### src/rtl/kbd_event_fifo.sv
// ============================================================================
// Module   : kbd_event_fifo
// Function : PS/2 scan-byte fetcher, E0/F0 prefix folder and show-ahead event
//            FIFO for the CPU keyboard read port.
// Option   : KBD_TYPEMATIC_FILTER_EN - suppress auto-repeat of a held key.
// Revision : 1.0 - initial release
// ============================================================================
`default_nettype none

module kbd_event_fifo #(
   parameter int DEPTH = 8,
   parameter int AW    = 3
) (
   input  logic          clk,
   input  logic          rst,
   input  logic [7:0]    kb_data,
   input  logic          kb_ready,
   output logic          ps2_rdn,
   input  logic          cpu_rd,
   output logic [15:0]   cpu_rdata,
   output logic [AW:0]   count,
   output logic          overflow
);

   localparam logic [0:0] F_IDLE = 1'b0;
   localparam logic [0:0] F_WAIT = 1'b1;

   localparam logic [1:0] P_BASE = 2'b00;
   localparam logic [1:0] P_E0   = 2'b01;
   localparam logic [1:0] P_F0   = 2'b10;
   localparam logic [1:0] P_E0F0 = 2'b11;

   localparam logic [7:0] c_byte_e0  = 8'hE0;
   localparam logic [7:0] c_byte_f0  = 8'hF0;
   localparam logic [7:0] c_byte_err = 8'h00;
   localparam logic [7:0] c_byte_ovr = 8'hFF;

   localparam logic [AW:0]   c_full     = (AW+1)'(DEPTH);
   localparam logic [AW-1:0] c_ptr_one  = {{(AW-1){1'b0}}, 1'b1};
   localparam logic [AW:0]   c_cnt_one  = {{AW{1'b0}}, 1'b1};

   // ------------------------------------------------------------------------
   // Fetch FSM
   // ------------------------------------------------------------------------
   logic [0:0] r_fstate;
   logic [7:0] r_byte;
   logic       r_ps2_rdn;
   logic       w_byte_vld;

   always_ff @(posedge clk) begin
      if (rst) begin
         r_fstate  <= F_IDLE;
         r_ps2_rdn <= 1'b1;
         r_byte    <= 8'h00;
      end else begin
         case (r_fstate)
            F_IDLE: begin
               r_ps2_rdn <= 1'b1;
               if (kb_ready) begin
                  r_byte    <= kb_data;
                  r_ps2_rdn <= 1'b0;
                  r_fstate  <= F_WAIT;
               end
            end
            default: begin
               r_ps2_rdn <= 1'b1;
               r_fstate  <= F_IDLE;
            end
         endcase
      end
   end

   // The latched byte is consumed during the pop-pulse cycle.
   assign w_byte_vld = (r_fstate == F_WAIT);
   assign ps2_rdn    = r_ps2_rdn;

   // ------------------------------------------------------------------------
   // Prefix FSM
   // ------------------------------------------------------------------------
   logic [1:0] r_pstate;
   logic [1:0] w_pnext;
   logic       w_emit;
   logic       w_evt_rel;
   logic       w_evt_ext;
   logic [7:0] w_evt_code;

   always_comb begin
      w_pnext    = r_pstate;
      w_emit     = 1'b0;
      w_evt_rel  = (r_pstate == P_F0) || (r_pstate == P_E0F0);
      w_evt_ext  = (r_pstate == P_E0) || (r_pstate == P_E0F0);
      w_evt_code = r_byte;
      if (w_byte_vld) begin
         if ((r_byte == c_byte_err) || (r_byte == c_byte_ovr)) begin
            w_pnext = P_BASE;
         end else if (r_byte == c_byte_e0) begin
            w_pnext = P_E0;
         end else if (r_byte == c_byte_f0) begin
            if (r_pstate == P_BASE) begin
               w_pnext = P_F0;
            end else if (r_pstate == P_E0) begin
               w_pnext = P_E0F0;
            end
         end else begin
            w_emit  = 1'b1;
            w_pnext = P_BASE;
         end
      end
   end

   always_ff @(posedge clk) begin
      if (rst) begin
         r_pstate <= P_BASE;
      end else begin
         r_pstate <= w_pnext;
      end
   end

   // ------------------------------------------------------------------------
   // Optional typematic filter
   // ------------------------------------------------------------------------
   logic w_suppress;

`ifdef KBD_TYPEMATIC_FILTER_EN
   logic       r_held_vld;
   logic       r_held_ext;
   logic [7:0] r_held_code;
   logic       w_held_match;

   assign w_held_match = r_held_vld && (r_held_ext == w_evt_ext) &&
                         (r_held_code == w_evt_code);
   assign w_suppress   = w_emit && !w_evt_rel && w_held_match;

   always_ff @(posedge clk) begin
      if (rst) begin
         r_held_vld  <= 1'b0;
         r_held_ext  <= 1'b0;
         r_held_code <= 8'h00;
      end else if (w_emit) begin
         if (!w_evt_rel) begin
            r_held_vld  <= 1'b1;
            r_held_ext  <= w_evt_ext;
            r_held_code <= w_evt_code;
         end else if (w_held_match) begin
            r_held_vld  <= 1'b0;
         end
      end
   end
`else
   assign w_suppress = 1'b0;
`endif

   // ------------------------------------------------------------------------
   // Event FIFO
   // ------------------------------------------------------------------------
   logic [9:0]    r_mem [DEPTH];
   logic [AW-1:0] r_wptr;
   logic [AW-1:0] r_rptr;
   logic [AW:0]   r_count;
   logic          r_overflow;
   logic          w_push;
   logic          w_pop;
   logic          w_full;
   logic          w_wr;
   logic          w_drop;
   logic          w_nonempty;

   assign w_nonempty = (r_count != '0);
   assign w_full     = (r_count == c_full);
   assign w_push     = w_emit && !w_suppress;
   assign w_pop      = cpu_rd && w_nonempty;
   // A simultaneous pop frees the slot, so a full FIFO still accepts the push.
   assign w_wr       = w_push && (!w_full || w_pop);
   assign w_drop     = w_push && w_full && !w_pop;

   always_ff @(posedge clk) begin
      if (w_wr) begin
         r_mem[r_wptr] <= {w_evt_rel, w_evt_ext, w_evt_code};
      end
   end

   always_ff @(posedge clk) begin
      if (rst) begin
         r_wptr     <= '0;
         r_rptr     <= '0;
         r_count    <= '0;
         r_overflow <= 1'b0;
      end else begin
         if (w_wr) begin
            r_wptr <= r_wptr + c_ptr_one;
         end
         if (w_pop) begin
            r_rptr <= r_rptr + c_ptr_one;
         end
         case ({w_wr, w_pop})
            2'b10:   r_count <= r_count + c_cnt_one;
            2'b01:   r_count <= r_count - c_cnt_one;
            default: r_count <= r_count;
         endcase
         if (w_drop) begin
            r_overflow <= 1'b1;
         end else if (w_pop) begin
            r_overflow <= 1'b0;
         end
      end
   end

   assign cpu_rdata = w_nonempty ? {1'b1, 5'b00000, r_mem[r_rptr]} : 16'h0000;
   assign count     = r_count;
   assign overflow  = r_overflow;

endmodule

`default_nettype wire

### config.mk
export PLATFORM = sky130hd
export DESIGN_NAME = kbd_event_fifo
export DESIGN_NICKNAME = d
export VERILOG_FILES = /design/src/rtl/kbd_event_fifo.sv
export SDC_FILE = /design/constraint.sdc
export NUM_CORES = 1
export LEC_CHECK = 0
export CAP_MARGIN = 20
export CORE_AREA = 2 2 115 117
export CTS_BUF_LIST = sky130_fd_sc_hd__clkbuf_8
export DETAILED_ROUTE_END_ITERATION = 16
export DIE_AREA = 0 0 117 119
export DONT_BUFFER_PORTS = 1
export GPL_TIMING_DRIVEN = 0
export HOLD_SLACK_MARGIN = 0.06
export PLACE_DENSITY = 0.51
export SYNTH_ARGS = -nofsm -noshare
export SYNTH_HDL_FRONTEND = slang
export SYNTH_SLANG_ARGS = --single-unit
export TNS_END_PERCENT = 20
### constraint.sdc
create_clock -name clk -period 3.8 [get_ports clk]
set_input_delay 0.76 -clock clk [delete_from_list [all_inputs] [get_ports clk]]
set_output_delay 0.76 -clock clk [all_outputs]
set_load 0.005 [all_outputs]
==> flow_metrics.tcl <==
set metrics [dict create \
    status "completed" \
    worstMarginPinSlew_ps 892 \
    startpoint "count[0]" \
    crit_path_start_kind "register" \
    dp.cells 466 \
    grt_max_degree 19 \
    synth-seq-cells 106 \
    cts.htree.levels 3 \
    drt-pass1-iter-count 4 \
    numCtsBuffers 9 \
    cellPowerDensity_nw_per_um2 528 \
    syn-cell-area_um2 4330 \
    clock_sinks 106 \
    wl_per_cell_um 17.6 \
    hold_viol 0 \
    gp_congestion 0.729 \
    die_y_um 119 \
    critPathMaxFanout 9 \
    cts_setup_buffers 0 \
    setup_tns_ps 0 \
    finalInstanceArea_um2 4890 \
    syn_avg_cell_area_um2 15.6 \
    cp.arrival_ps 3200 \
    drt-total-wl_mm 8.47 \
    stdcell_count 482 \
    critPathCaptureType "register" \
    vias_per_cell 4.80 \
    dr.first_iter.drc_count 144 \
    drv_cap 0 \
    track_usage_pct 12.9 \
    io-pin-count 34 \
    cts_resized 0 \
    grt_pass1_vias 2316 \
    worstSetupPathType "reg -> reg" \
    fp-row-count 42 \
    max-slew-margin-rel_pct 40.6 \
    finClkSkew_ps 8.28 \
    clk_latency_ps 360 \
    gr-total-overflow 0 \
    dpl-instance-area_um2 4680 \
    postSynthCellCount 278 \
    cp_data_required_time_ps 4060 \
    slew_violations 0 \
    num_antenna_cells 0 \
    yosys_warnings 0 \
    min_period_ps 2930 \
    core_um2 12900 \
    hold_start "r_pstate[1]" \
    peakVddDrop_mv 0.270 \
    setup_viol_count_final 0 \
    clock.fmax_ghz 0.341 \
    drive_above_1_share_pct 22.2 \
    area_delta_synth_final_pct 12.8 \
    initial_core_util_pct 33.6 \
    route.detailed.drc 0 \
    floorplan.die_area_um2 13900 \
    fillers 1234 \
    dp_hpwl_mm 6.07 \
    power_leakage_nw 1.59 \
    rsz0062_at_grt "no" \
    layout.nets 318 \
    r2r-start "count[0]" \
    port-buffer-count 0 \
    synth-seq-area-share_pct 67.5 \
    cts.clk_slew.worst_paths_ps 100 \
    grt_first_pass_wirelength_mm 13.1 \
    cts_buffer_depth 2 \
    ant_nets 0 \
    hold_path_class "reg -> reg" \
    synth_cell_types 45 \
    cts-root-buf "clkbuf_8" \
    final.period_utilization_pct 77.2 \
    cts_tree "built" \
    num_vias 2313 \
    dieWidth_um 117 \
    antenna_found_initial 0 \
    cts_hold_buf 0 \
]
[worst max-delay path: stages (launching register included)]
cell,delay (ps)
dfxtp_1,420
nor4_1,680
nor2b_1,180
nand2_2,150
inv_4,70
ha_1,270
a21o_1,170
a21oi_1,280
mux2i_4,290
mux2_4,310
[metal layers]
metal | up-vias | wire, µm | track usage [%]
li1 | 1081 | - | -
met1 | 1161 | 3780 | 17.5
met2 | 65 | 4050 | 20.5
met3 | 6 | 574 | 4.33
met4 | 0 | 61 | 2.43
met5 | - | 0 | 0
[where the power goes]
part	internal, mW	switching (mW)
clock network	0.310	0.386
registers	1.29	0.0663
logic	0.239	0.294
[cell usage in the layout (no fill, tap or decap), types with 2 or more instances in the layout]
master / count
a211oi_1: 2
a21oi_1: 14
buf_2: 2
buf_4: 9
buf_6: 5
clkbuf_1: 10
clkbuf_8: 9
clkinv_4: 2
clkinvlp_4: 2
conb_1: 5
dfxtp_1: 26
edfxtp_1: 80
ha_1: 4
inv_1: 8
mux2i_1: 11
mux4_2: 20
nand2_1: 24
nand2b_1: 3
nor2_1: 20
nor2b_1: 3
nor3_1: 3
nor3_2: 2
nor3b_1: 2
nor3b_2: 2
nor4_1: 2
nor4b_2: 2
o21ai_1: 3
xor2_1: 4
[area by class of cell]
class                      instances  area, µm²  share of cell area (%)
sequential                       106       2920                    59.8
inverter                           9       36.3                   0.742
multi-input combinational        148       1330                    27.2
clock inverter                     7       78.8                    1.61
tap                              176        220                    4.51
timing repair buffer               8       78.8                    1.61
buffer                            19       96.3                    1.97
clock buffer                       9        124                    2.53
[worst paths after layout]
| check | cells past startpoint | slack [ps] | end |
|---|---|---|---|
| setup / recovery | 9 | 870 | count[3] |
| hold / removal | 2 | 470 | r_pstate[1] |
| setup reg to reg | 9 | 870 | count[3] |
| hold reg to reg | 2 | 470 | r_pstate[1] |
[cell usage after synthesis (all sizes together)]
cell type  count  area (µm²)
edfxtp        80        2400
dfxtp         26         521
nand2         25        96.4
nor2          21        81.3
mux4          20         450
a21oi         14        70.1
mux2i         12         133
clkbuf        10        37.5
buf            9        58.8
inv            9        36.3
nor3           5        25.0
ha             4        50.1
nor3b          4        30.0
nor4           4        40.0
o21ai          4        23.8
xor2           4        35.0
nand2b         3        18.8
nor2b          3        18.8
a211oi         2        15.0
nor4b          2        17.5
o21a           2        22.5
o41ai          2        36.3
a21o           1        7.51
a31oi          1        6.26
and3           1        6.26
and4           1        8.76
conb           1        3.75
fa             1        20.0
mux2           1        15.0
nand4          1        6.26
o211a          1        10.0
o211ai         1        7.51
o31a           1        8.76
or2            1        6.26
or3            1        6.26
[through the flow]
step	worst slack (ps)	utilization [%]	power [mW]	hold WS [ps]
after floorplan	1060	-	1.79	431
after global placement	7.71	35.5	1.91	445
after detailed placement	874	36.4	1.93	458
after CTS	857	38.0	2.62	474
after global routing	640	38.0	2.72	487
final	867	38.0	2.58	474
[registers in the layout, summed over array words and instances (netlist names), named ones only]
name / flops
r_rptr: 3
r_byte: 8
r_fstate: 1
r_pstate: 2
ps2_rdn: 1
r_wptr: 3
r_mem: 80
count: 4
overflow: 1
[kinds of logic after synthesis]
kind of cell	after synthesis	share of synthesized area [%]
AND/OR/NAND/NOR	72	8.35
other	1	0.0866
adder cells (fa/ha/maj)	5	1.62
multiplexers	33	13.8
AO/OA/AOI/OAI	29	4.80
buffers and inverters	28	3.06
flip-flops	106	67.5
XOR/XNOR	4	0.809
Note: power is estimated with default switching activity, not from simulation.
